## src/rtl/cal_sequencer.sv

```systemverilog
// cal_sequencer
//   Sequences gyro calibration after the command decoder issues a calibrate
//   request. It pulses strt_cal to the inertial integrator, waits for cal_done
//   under a watchdog timeout, and sends an ack byte through the shared UART
//   transmitter using a trmt/tx_done handshake. Sticky pass/fail status is
//   held for the command processor and the piezo driver.
//
//   Optional feature: define CAL_RETRY_EN to give the integrator a second
//   attempt after the first timeout before NEG_ACK is sent.
//
// Ports
//   clk       in   system clock
//   rst       in   synchronous, active-high reset
//   cal_req   in   1-cycle calibrate request (ignored while busy)
//   cal_done  in   calibration finished; sampled only while waiting for it
//   tx_done   in   UART byte fully shifted out; honoured only while waiting for it
//   strt_cal  out  1-cycle start pulse to the inertial integrator
//   trmt      out  1-cycle UART transmit strobe
//   tx_data   out  ack byte, stable from trmt until tx_done
//   cal_busy  out  sequence in progress
//   cal_ok    out  sticky: last calibration passed
//   cal_fail  out  sticky: last calibration timed out
module cal_sequencer #(
    parameter int unsigned FAST_SIM    = 0,
    parameter int unsigned TIMEOUT_CYC = 50_000_000,
    parameter int unsigned FAST_TO_CYC = 4096,
    parameter logic [7:0]  POS_ACK     = 8'hA5,
    parameter logic [7:0]  NEG_ACK     = 8'h5A
) (
    input  logic       clk,
    input  logic       rst,
    input  logic       cal_req,
    input  logic       cal_done,
    input  logic       tx_done,
    output logic       strt_cal,
    output logic       trmt,
    output logic [7:0] tx_data,
    output logic       cal_busy,
    output logic       cal_ok,
    output logic       cal_fail
);

    localparam int unsigned TO_CYC    = (FAST_SIM != 0) ? FAST_TO_CYC : TIMEOUT_CYC;
    // Timer counts from 0 on the first WAIT_CAL cycle, so the last allowed
    // cycle is the one where it reads TO_CYC-1.
    localparam logic [25:0] TO_LAST   = 26'(TO_CYC - 1);
    localparam logic [25:0] TIMER_MAX = '1;

    typedef enum logic [2:0] {
        S_IDLE,
        S_START,
        S_WAIT_CAL,
        S_SEND,
        S_WAIT_TX
    } state_t;

    state_t      state_q;
    logic [25:0] timer_q;
    logic        strt_cal_q;
    logic        trmt_q;
    logic [7:0]  tx_data_q;
    logic        cal_busy_q;
    logic        cal_ok_q;
    logic        cal_fail_q;
`ifdef CAL_RETRY_EN
    logic        retry_q;
`endif

    always_ff @(posedge clk) begin
        if (rst) begin
            state_q    <= S_IDLE;
            timer_q    <= '0;
            strt_cal_q <= 1'b0;
            trmt_q     <= 1'b0;
            tx_data_q  <= 8'h00;
            cal_busy_q <= 1'b0;
            cal_ok_q   <= 1'b0;
            cal_fail_q <= 1'b0;
`ifdef CAL_RETRY_EN
            retry_q    <= 1'b0;
`endif
        end else begin
            // Strobes are single-cycle: they default low and are raised only
            // on the transition into the state that owns them.
            strt_cal_q <= 1'b0;
            trmt_q     <= 1'b0;

            case (state_q)
                S_IDLE: begin
                    if (cal_req) begin
                        state_q    <= S_START;
                        strt_cal_q <= 1'b1;
                        cal_busy_q <= 1'b1;
                        cal_ok_q   <= 1'b0;
                        cal_fail_q <= 1'b0;
`ifdef CAL_RETRY_EN
                        retry_q    <= 1'b0;
`endif
                    end
                end

                S_START: begin
                    timer_q <= '0;
                    state_q <= S_WAIT_CAL;
                end

                S_WAIT_CAL: begin
                    // Saturate rather than wrap so a stuck FSM can never
                    // re-arm the timeout by rolling over.
                    if (timer_q != TIMER_MAX) begin
                        timer_q <= timer_q + 26'd1;
                    end

                    // cal_done takes priority over a simultaneous timeout.
                    if (cal_done) begin
                        tx_data_q <= POS_ACK;
                        trmt_q    <= 1'b1;
                        state_q   <= S_SEND;
                    end else if (timer_q == TO_LAST) begin
`ifdef CAL_RETRY_EN
                        if (!retry_q) begin
                            retry_q    <= 1'b1;
                            strt_cal_q <= 1'b1;
                            state_q    <= S_START;
                        end else begin
                            tx_data_q <= NEG_ACK;
                            trmt_q    <= 1'b1;
                            state_q   <= S_SEND;
                        end
`else
                        tx_data_q <= NEG_ACK;
                        trmt_q    <= 1'b1;
                        state_q   <= S_SEND;
`endif
                    end
                end

                S_SEND: begin
                    // trmt is high during this state; tx_done cannot be
                    // legitimately returned yet, so it is not looked at.
                    state_q <= S_WAIT_TX;
                end

                S_WAIT_TX: begin
                    if (tx_done) begin
                        state_q    <= S_IDLE;
                        cal_busy_q <= 1'b0;
                        if (tx_data_q == POS_ACK) begin
                            cal_ok_q <= 1'b1;
                        end else begin
                            cal_fail_q <= 1'b1;
                        end
                    end
                end

                default: begin
                    state_q <= S_IDLE;
                end
            endcase
        end
    end

    assign strt_cal = strt_cal_q;
    assign trmt     = trmt_q;
    assign tx_data  = tx_data_q;
    assign cal_busy = cal_busy_q;
    assign cal_ok   = cal_ok_q;
    assign cal_fail = cal_fail_q;

endmodule

```

## config.mk

```make
export PLATFORM = sky130hd
export DESIGN_NAME = cal_sequencer
export DESIGN_NICKNAME = d
export VERILOG_FILES = /design/src/rtl/cal_sequencer.sv
export SDC_FILE = /design/constraint.sdc
export NUM_CORES = 1
export LEC_CHECK = 0
export ABC_AREA = 1
export CELL_PAD_IN_SITES_DETAIL_PLACEMENT = 1
export CELL_PAD_IN_SITES_GLOBAL_PLACEMENT = 2
export CORE_ASPECT_RATIO = 0.8
export CORE_MARGIN = 3
export CORE_UTILIZATION = 31
export DETAILED_ROUTE_END_ITERATION = 8
export PLACE_DENSITY_LB_ADDON = 0.1
export SYNTH_ARGS = -nofsm -noshare
export SYNTH_HDL_FRONTEND = slang
export SYNTH_SLANG_ARGS = --single-unit
```

## constraint.sdc

```tcl
create_clock -name clk -period 2.3 [get_ports clk]
set_input_delay 0.575 -clock clk [delete_from_list [all_inputs] [get_ports clk]]
set_output_delay 0.575 -clock clk [all_outputs]
set_load 0.02 [all_outputs]
```

# --- Word-level counts from Yosys, hierarchy flattened ---
# Cells that the tools add are included.
totals:
  register_bits: 42
  in_bits: 5
  output_inout_bits: 13
  word_cells: 58
op_classes:
  add_sub_neg: 1
  n_eq_ne: 13
  mux: 22
  n_bitwise: 2
  n_reduce_logical: 12
ops:
  columns: ["op", "n"]
  rows:
  - ["$pmux W26 S2", 1]
  - ["$add A26 B1 Y26 const B", 1]
  - ["$eq A26 B26 Y1 const B", 1]
  - ["$mux W26", 1]
  - ["$ne A26 B26 Y1 const B", 1]
  - ["$mux W8", 2]
  - ["$pmux W3 S5", 1]
  - ["$mux W3", 4]
  - ["$mux W1", 10]
  - ["$ne A2 B2 Y1 const B", 5]
  - ["$eq A8 B8 Y1 const B", 1]
  - ["$reduce_and A4 Y1", 2]
  - ["$eq A3 B2 Y1 const B", 2]
  - ["$pmux W1 S2", 3]
  - ["$reduce_and A3 Y1", 2]
  - ["$reduce_bool A2 Y1", 3]
  - ["$reduce_and A2 Y1", 2]
  - ["$reduce_or A2 Y1", 2]
  - ["$eq A3 B1 Y1 const B", 1]
  - ["$eq A3 B3 Y1 const B", 1]
  - ["$logic_not A3 Y1", 1]
  - ["$ne A3 B3 Y1 const B", 1]
  - ["$not A1 Y1", 2]

# --- Logic depth before layout (Yosys ltp) ---
# Gate-level depths: netlist of run 1.
logic_depth:
  ltp_word: 4
  ltp_mapped: 12
  depth_no_buf: 12

# --- Worst setup path after synthesis of run 1 ---
# OpenSTA, ideal clock, no wires.
synth_path:
  path_type: "flip-flop to flip-flop"
  from: "reg timer_q[0]"
  to: "reg timer_q[22]"
  setup_time_ps: 67
  arrival_ps: 1609
  t_required_ps: 2233
  setup_slack_ps: 624
  stages_incl_launch_ff: 11
  path_buffers: 1
  period_less_slack_ps: 1676
  cell_sequence: "dfxtp_1 ha_1 nand2_2 nor2_4 nand2_2 nor2_8 nand3_4 nand2_4 buf_6 nand2_1 a21oi_2"
synth_via:
  elab_chain_len: 3
  word_cells_on_any_way: 6
  classes_between: "add/sub (1); eq/ne (2); mux (2); reduce/logical (1)"
synth_lines:
  columns: ["item", "line_no", "rtl"]
  rows:
  - ["start, declared", "58", "logic [25:0] timer_q;"]
  - ["start signal, assigned", "111", "timer_q <= timer_q + 26'd1;"]
  - ["$add A26 B1 Y26 / $ne A26 B26 Y1 (equally long branches)", "111, 110", null]
  - ["$mux W26 / $ne A2 B2 Y1 (equally long branches)", null, null]
  - ["$pmux W26 S2 / $reduce_and A2 Y1 (equally long branches)", null, null]
# Parallel ways exist; a longest one is shown, timed or not. The select of a mux whose other input is x is not followed.
# A chain may end at the register's enable or synchronous reset.

# --- Worst setup path in the final report of run 1 ---
layout_path:
  from: "reg timer_q[1]"
  to: "reg timer_q[15]"
# Same word-level chain as after synthesis.

==> flow_summary.yaml, run 1 <==
cts:
  cts_tree: "yes"
  clkTransAtPathRegs_ns: 0.08
  hold_buffers: 0
  htree_levels: 2
  cts_setup_buffers: 0
  clock_sink_count: 36
  worstSkewPairLatency_ns: 0.30
  post_cts.resized_instances: 0
  clock_tree.root_cell: "clkbuf_8"
  max-clock-path-buffers: 2
  numCtsBuffers: 5
synthesis:
  synth-edff-count: 0
  top_cells_by_area_synth: "dfxtp_1 31%, nand2_1 21%, nor2_1 9.3%, nand3_1 8.1%, inv_1 7.7%"
  synth_area_leader_cell: "dfxtp_1"
  synth-warning-count: 0
  synth-main-ff-cell: "dfxtp_1"
  syn-mean-instance-area_um2: 5.969
  synth_nets: 390
  synth.cells.most_frequent: "127 x nand2_1, 57 x nor2_1, 47 x inv_1, 37 x nand3_1, 36 x dfxtp_1"
  ys_async_sr_fraction: 0
  synth_sequential_area_ratio: 0.3144
  synth_seq_cells: 36
  synthMostInstantiatedCell: "nand2_1"
  syn_area_um2: 2292
  synth.top_cell.area_share: 0.3144
  syn-instance-count: 384
  post_synth_num_cell_types: 28
critical_path:
  path_class: "reg -> reg"
  start_kind: "flop"
  cp_data_arrival_time_ns: 2.16
  regToRegStartpoint: "timer_q[1]"
  worst-path-max-fanout: 19
  worstSetupStartpoint: "timer_q[1]"
  worst_ep_required_time_ns: 2.55
  cp-end-kind: "flop"
sta:
  final_slew_viol_count: 0
  hold_vio_cnt_final: 0
  setup_repair_after_global_routing_missed_its_margin: "no"
  fmax_mhz: 522.9
  final_min_period_over_clock_period: 0.8314
  max_slew.worst_pin.slew_ns: 0.4421
  totalNegativeSetupSlack_ns: 0
  fin_worst_skew_ns: 0.01288
  report.final.setup_viol: 0
  maxSlewHeadroom: 0.7045
  min_period_ns: 1.912
die:
  boundaryPins: 18
  fp.dieH_um: 82.91
  die_w_um: 102.1
  floorplan.core_area_um2: 7027
  die_area_um2: 8468
  initial_core_util: 0.3262
  row_count: 27
placement:
  detailedPlacementHpwl_mm: 5.707
  io_buffer_count: 17
  placed_area_um2: 2547
  routabilityCongestion: 0.8125
cells_and_area:
  final_cell_area_um2: 2655
  design.final.nets: 410
  drive_gt1_frac: 0.08642
  n_antenna_cell: 0
  area_growth_pct: 15.83
global_route:
  gr-total-overflow: 0
  grt_antenna_before_repair: 0
  track_usage: 0.1847
  wire_length_of_the_first_global_routing_pass_mm: 12.35
  largest_net_degree_at_the_start_of_global_routing: 21
  first_global_vias: 2347
route:
  routed_wl_mm: 7.410
  route.vias.total: 2388
  dr.first_iter.drc_count: 114
  route.detailed.drc: 0
  wl_per_cell_um: 15.06
  first_pass_iters: 4
  route.antenna.remaining_nets: 0
  route.detailed.vias_per_inst: 4.854
job:
  maxCapViolCount: 0
pwr:
  swShare: 0.3164
  netSwitchingPower_mw: 0.4992
  irDropWorstVdd_uv: 233.6
  design_power_total_mw: 1.578
  p_leak_nw: 1.050
  powerDensity_nw_per_um2: 594.3
  cellInternalPower_mw: 1.079
  comb_power_share: 0.216
  seq_power_share: 0.421
  power.clock.fraction: 0.363
worst_hold_path:
  worst_hold_startpoint: "cal_ok"
  min-delay-path-class: "reg -> reg"
status:
  status: "completed"
-- metal layers --
layer | global-route usage | share of wire | wire, um
met1 | 0.2730 | 0.54 | 3978
met3 | 0.02771 | 0.024 | 180
met5 | 0 | 0 | 0
met4 | 0.04768 | 0.0080 | 59
met2 | 0.2773 | 0.43 | 3190
-- final cells by class --
class,instances,area (um2)
repair buffers,25,230.2
clock inverters,2,35.03
inverters,49,183.9
fillers,960,4372
multi-input cells,287,1304
flip-flops and latches,36,720.7
well taps,87,108.9
clock buffers,6,72.57
-- power groups by stage --
| stage | clock, mW | sequential (mW) | combinational [mW] |
|---|---|---|---|
| 6_report | 0.573 | 0.664 | 0.341 |
| 5_1_grt | 0.621 | 0.669 | 0.381 |
| 4_1_cts | 0.598 | 0.664 | 0.343 |
| 3_5_place_dp | 0 | 0.679 | 0.341 |
| 3_3_place_gp | 0 | 0.678 | 0.340 |
| 2_1_floorplan | 0 | 0.697 | 0.216 |
-- per-stage QoR --
stage,util,setup WS [ns],std cells,hold slack [ns]
after global routing,0.3778,0.1435,492,0.5196
after CTS,0.3778,0.3585,492,0.4820
after floorplan,-,0.6241,384,0.4692
final,0.3778,0.3877,492,0.4730
after detailed placement,0.3625,0.3565,484,0.4641
after global placement,0.3625,0.4271,484,0.4593
-- worst max-delay path, stage by stage, from the launching register on --
cell     delay (ns)
dfxtp_1        0.38
ha_1           0.23
nand2_2        0.10
nor2_4         0.14
nand2_2        0.13
nor2_8         0.17
nand3_4        0.12
nand2_4        0.24
nand2_1        0.16
nand2_1        0.10
nand2_1        0.05
inv_1          0.06
-- state kept, by name, indices dropped and copies added (netlist names) --
signal	cells
timer_q	26
state_q	3
tx_data	2
cal_busy	1
cal_fail	1
cal_ok	1
strt_cal	1
trmt	1
-- cell usage in the layout, fill, tap and decap left out --
cell type        netlist  routed
nand2_1              127     127
nor2_1                57      57
inv_1                 47      47
nand3_1               37      37
dfxtp_1               36      36
a21oi_1               23      23
clkdlybuf4s50_1        0      17
buf_4                  6       8
nand2_2                7       7
nand4_1                6       6
nor3_1                 6       6
o21ai_0                6       6
or2_2                  5       5
clkbuf_8               0       5
nor2_4                 2       2
xnor2_1                2       2
inv_2                  1       1
nor2_2                 1       1
nor2_8                 1       1
clkinv_1               1       1
nand3_4                1       1
nand2_4                1       1
a21oi_2                1       1
o21bai_1               1       1
xor2_1                 1       1
nand3b_1               1       1
ha_1                   1       1
clkinv_2               0       1
bufinv_16              0       1
clkbuf_1               3       1
-- cell families (layout without fill, tap and decap cells) --
logic type,after synthesis,after routing,share of synthesized area
compound gates,31,31,0.07042
simple gates,252,252,0.4815
fa+ha+maj,1,1,0.005458
flops,36,36,0.3144
buf+inv,61,82,0.1168
xor+xnor,3,3,0.01146
-- final timing paths --
| check | end | cells past startpoint | slack, ns |
|---|---|---|---|
| worst min-delay path | cal_ok | 2 | 0.47 |
| worst max-delay path | timer_q[15] | 11 | 0.39 |
| worst min register to register | cal_ok | 2 | 0.47 |
| worst max register to register | timer_q[15] | 11 | 0.39 |
Note: power is estimated with default switching activity, not from simulation.
==> run 2: changes to the inputs <==
==> constraint.sdc (replaced) <==
create_clock -name clk -period 1.8 [get_ports clk]
set_input_delay 0.45 -clock clk [delete_from_list [all_inputs] [get_ports clk]]
set_output_delay 0.45 -clock clk [all_outputs]
set_load 0.02 [all_outputs]
==> run 2 against run 1 <==
  * Clock power grew 27%
  * Core utilization grew 3.5 points
  * Clock-buffer cell count is the same
  * Cell area grew 9.3%
  * Via count grew 4.1%
  * Hold slack gained 0.0078 ns
  * First-iteration DRC count shrank 21%
  * Sequential cell count is the same
  * Largest power group unchanged
  * Clock skew shrank 0.00072 ns
  * Register-to-register slack lost 0.25 ns
==> flow_summary.yaml, run 2 (synthesis gave the netlist of run 1 again) <==
cells_and_area:
  final_common_cell: "nand2_1"
  most-common-layout-cells: "127 x nand2_1, 56 x nor2_1, 47 x inv_1, 36 x nand3_1"
  max_reg_flops: 26
  area_growth_pct: 26.58
  n_antenna_cell: 0
  registers.top_by_ff_count: "timer_q"
  design.final.nets: 438
  drive_gt1_frac: 0.1524
  utilization: 0.4129
global_route:
  largest_net_degree_at_the_start_of_global_routing: 18
  wire_length_of_the_first_global_routing_pass_mm: 13.20
  first_global_vias: 2638
  gr-total-overflow: 0
  grt_antenna_before_repair: 0
  track_usage: 0.1992
sta:
  fin_worst_skew_ns: 0.01215
  final_slew_viol_count: 0
  fmax_mhz: 592.4
  totalNegativeSetupSlack_ns: 0
  hold_vio_cnt_final: 0
  report.final.setup_viol: 0
  final_min_period_over_clock_period: 0.9378
  maxSlewHeadroom: 0.7714
  max_slew.worst_pin.slew_ns: 0.3421
  setup_repair_after_global_routing_missed_its_margin: "yes"
  min_period_ns: 1.688
  minimum_hold_slack_ns: 0.4808
critical_path:
  timing.critical_path.slowest_cell_delay_ns: 0.62
  crit_path_cell_trace: "clkdlybuf4s50_1"
  worst_ep_required_time_ns: 1.35
  critPathTopFamily: "buffers and inverters"
  cp-end-kind: "output port"
  cp_data_arrival_time_ns: 1.24
  worst-path-max-fanout: 2
  start_kind: "flop"
  path_class: "reg -> out"
  slowest_stage_cell_crit_path: "clkdlybuf4s50_1"
  path_buf_inv: 1
pwr:
  powerDensity_nw_per_um2: 724.6
  irDropWorstVdd_uv: 289.6
  p_leak_nw: 1.277
job:
  maxCapViolCount: 0
die:
  boundaryPins: 18
  die_area_um2: 8468
  floorplan.core_area_um2: 7027
  fp.dieH_um: 82.91
  die_w_um: 102.1
  row_count: 27
  initial_core_util: 0.3262
route:
  first_pass_iters: 4
  route.detailed.vias_per_inst: 4.779
  route.antenna.remaining_nets: 0
  wl_per_cell_um: 15.29
  routed_wl_mm: 7.953
  route.detailed.drc: 0
  dr.first_iter.drc_count: 90
  route.vias.total: 2485
cts:
  clock_tree.root_cell: "clkbuf_8"
  cts_tree: "yes"
  clock_sink_count: 36
  numCtsBuffers: 5
  clkTransAtPathRegs_ns: 0.07
  max-clock-path-buffers: 2
  worstSkewPairLatency_ns: 0.29
  htree_levels: 2
  cts_setup_buffers: 0
  hold_buffers: 0
placement:
  detailedPlacementHpwl_mm: 6.283
  routabilityCongestion: 0.7715
  io_buffer_count: 17
worst_hold_path:
  min-delay-path-class: "reg -> reg"
status:
  status: "completed"
[run 2: changes by cell type in the layout (fill, tap and decap cells not counted), sizes merged]
cell | before | now
dlygate4sd2 | 0 | 5
dlymetal6s2s | 0 | 3
buf | 8 | 36
clkdlybuf4s50 | 17 | 9
[run 2: layer usage]
metal	vias to the layer above	global-route usage	routed length [um]
met1	1176	0.2732	4060
met4	0	0.04648	57
met2	17	0.3257	3708
met3	4	0.03107	126
li1	1288	-	-
met5	-	0	0
[run 2: area by class of cell]
cell class                 instances  area, um2
fill                             943       4125
sequential                        36      721.9
multi-input combinational        287       1325
timing repair buffer              53      454.2
clock inverter                     2      35.03
inverter                          49      183.9
tap                               87      108.9
clock buffer                       6      72.57
[run 2: what timing repair did]
| item | 4_1_cts | 5_1_grt |
|---|---|---|
| setup endpoints to repair | 8 | 22 |
| resized for setup | 5 | 8 |
| hold endpoints to repair | 0 | 0 |
[run 2: worst paths after layout]
kind	startpoint	endpoint	slack, ns	cells after the start
setup reg to reg	timer_q[1]	timer_q[18]	0.14	11
hold reg to reg	cal_ok	cal_ok	0.48	2
setup / recovery	cal_fail	cal_fail	0.11	1
hold / removal	cal_ok	cal_ok	0.48	2
[run 2: power breakdown]
part / leakage (nW) / switching, mW / total [mW] / internal [mW]
Clock: 0.0552 / 0.318 / 0.730 / 0.412
Combinational: 0.929 / 0.329 / 0.523 / 0.194
Sequential: 0.292 / 0.0220 / 0.849 / 0.827
Total: 1.28 / 0.669 / 2.10 / 1.43
[run 2: through the flow]
step	cells	setup slack, ns	instance area, um2	power [mW]
after floorplan	384	0.1241	2292	1.166
after global placement	512	0.1305	2770	1.372
after detailed placement	512	0.08020	2770	1.384
after CTS	520	0.001130	2872	2.118
after global routing	520	-0.01258	2902	2.223
final	520	0.1120	2902	2.103
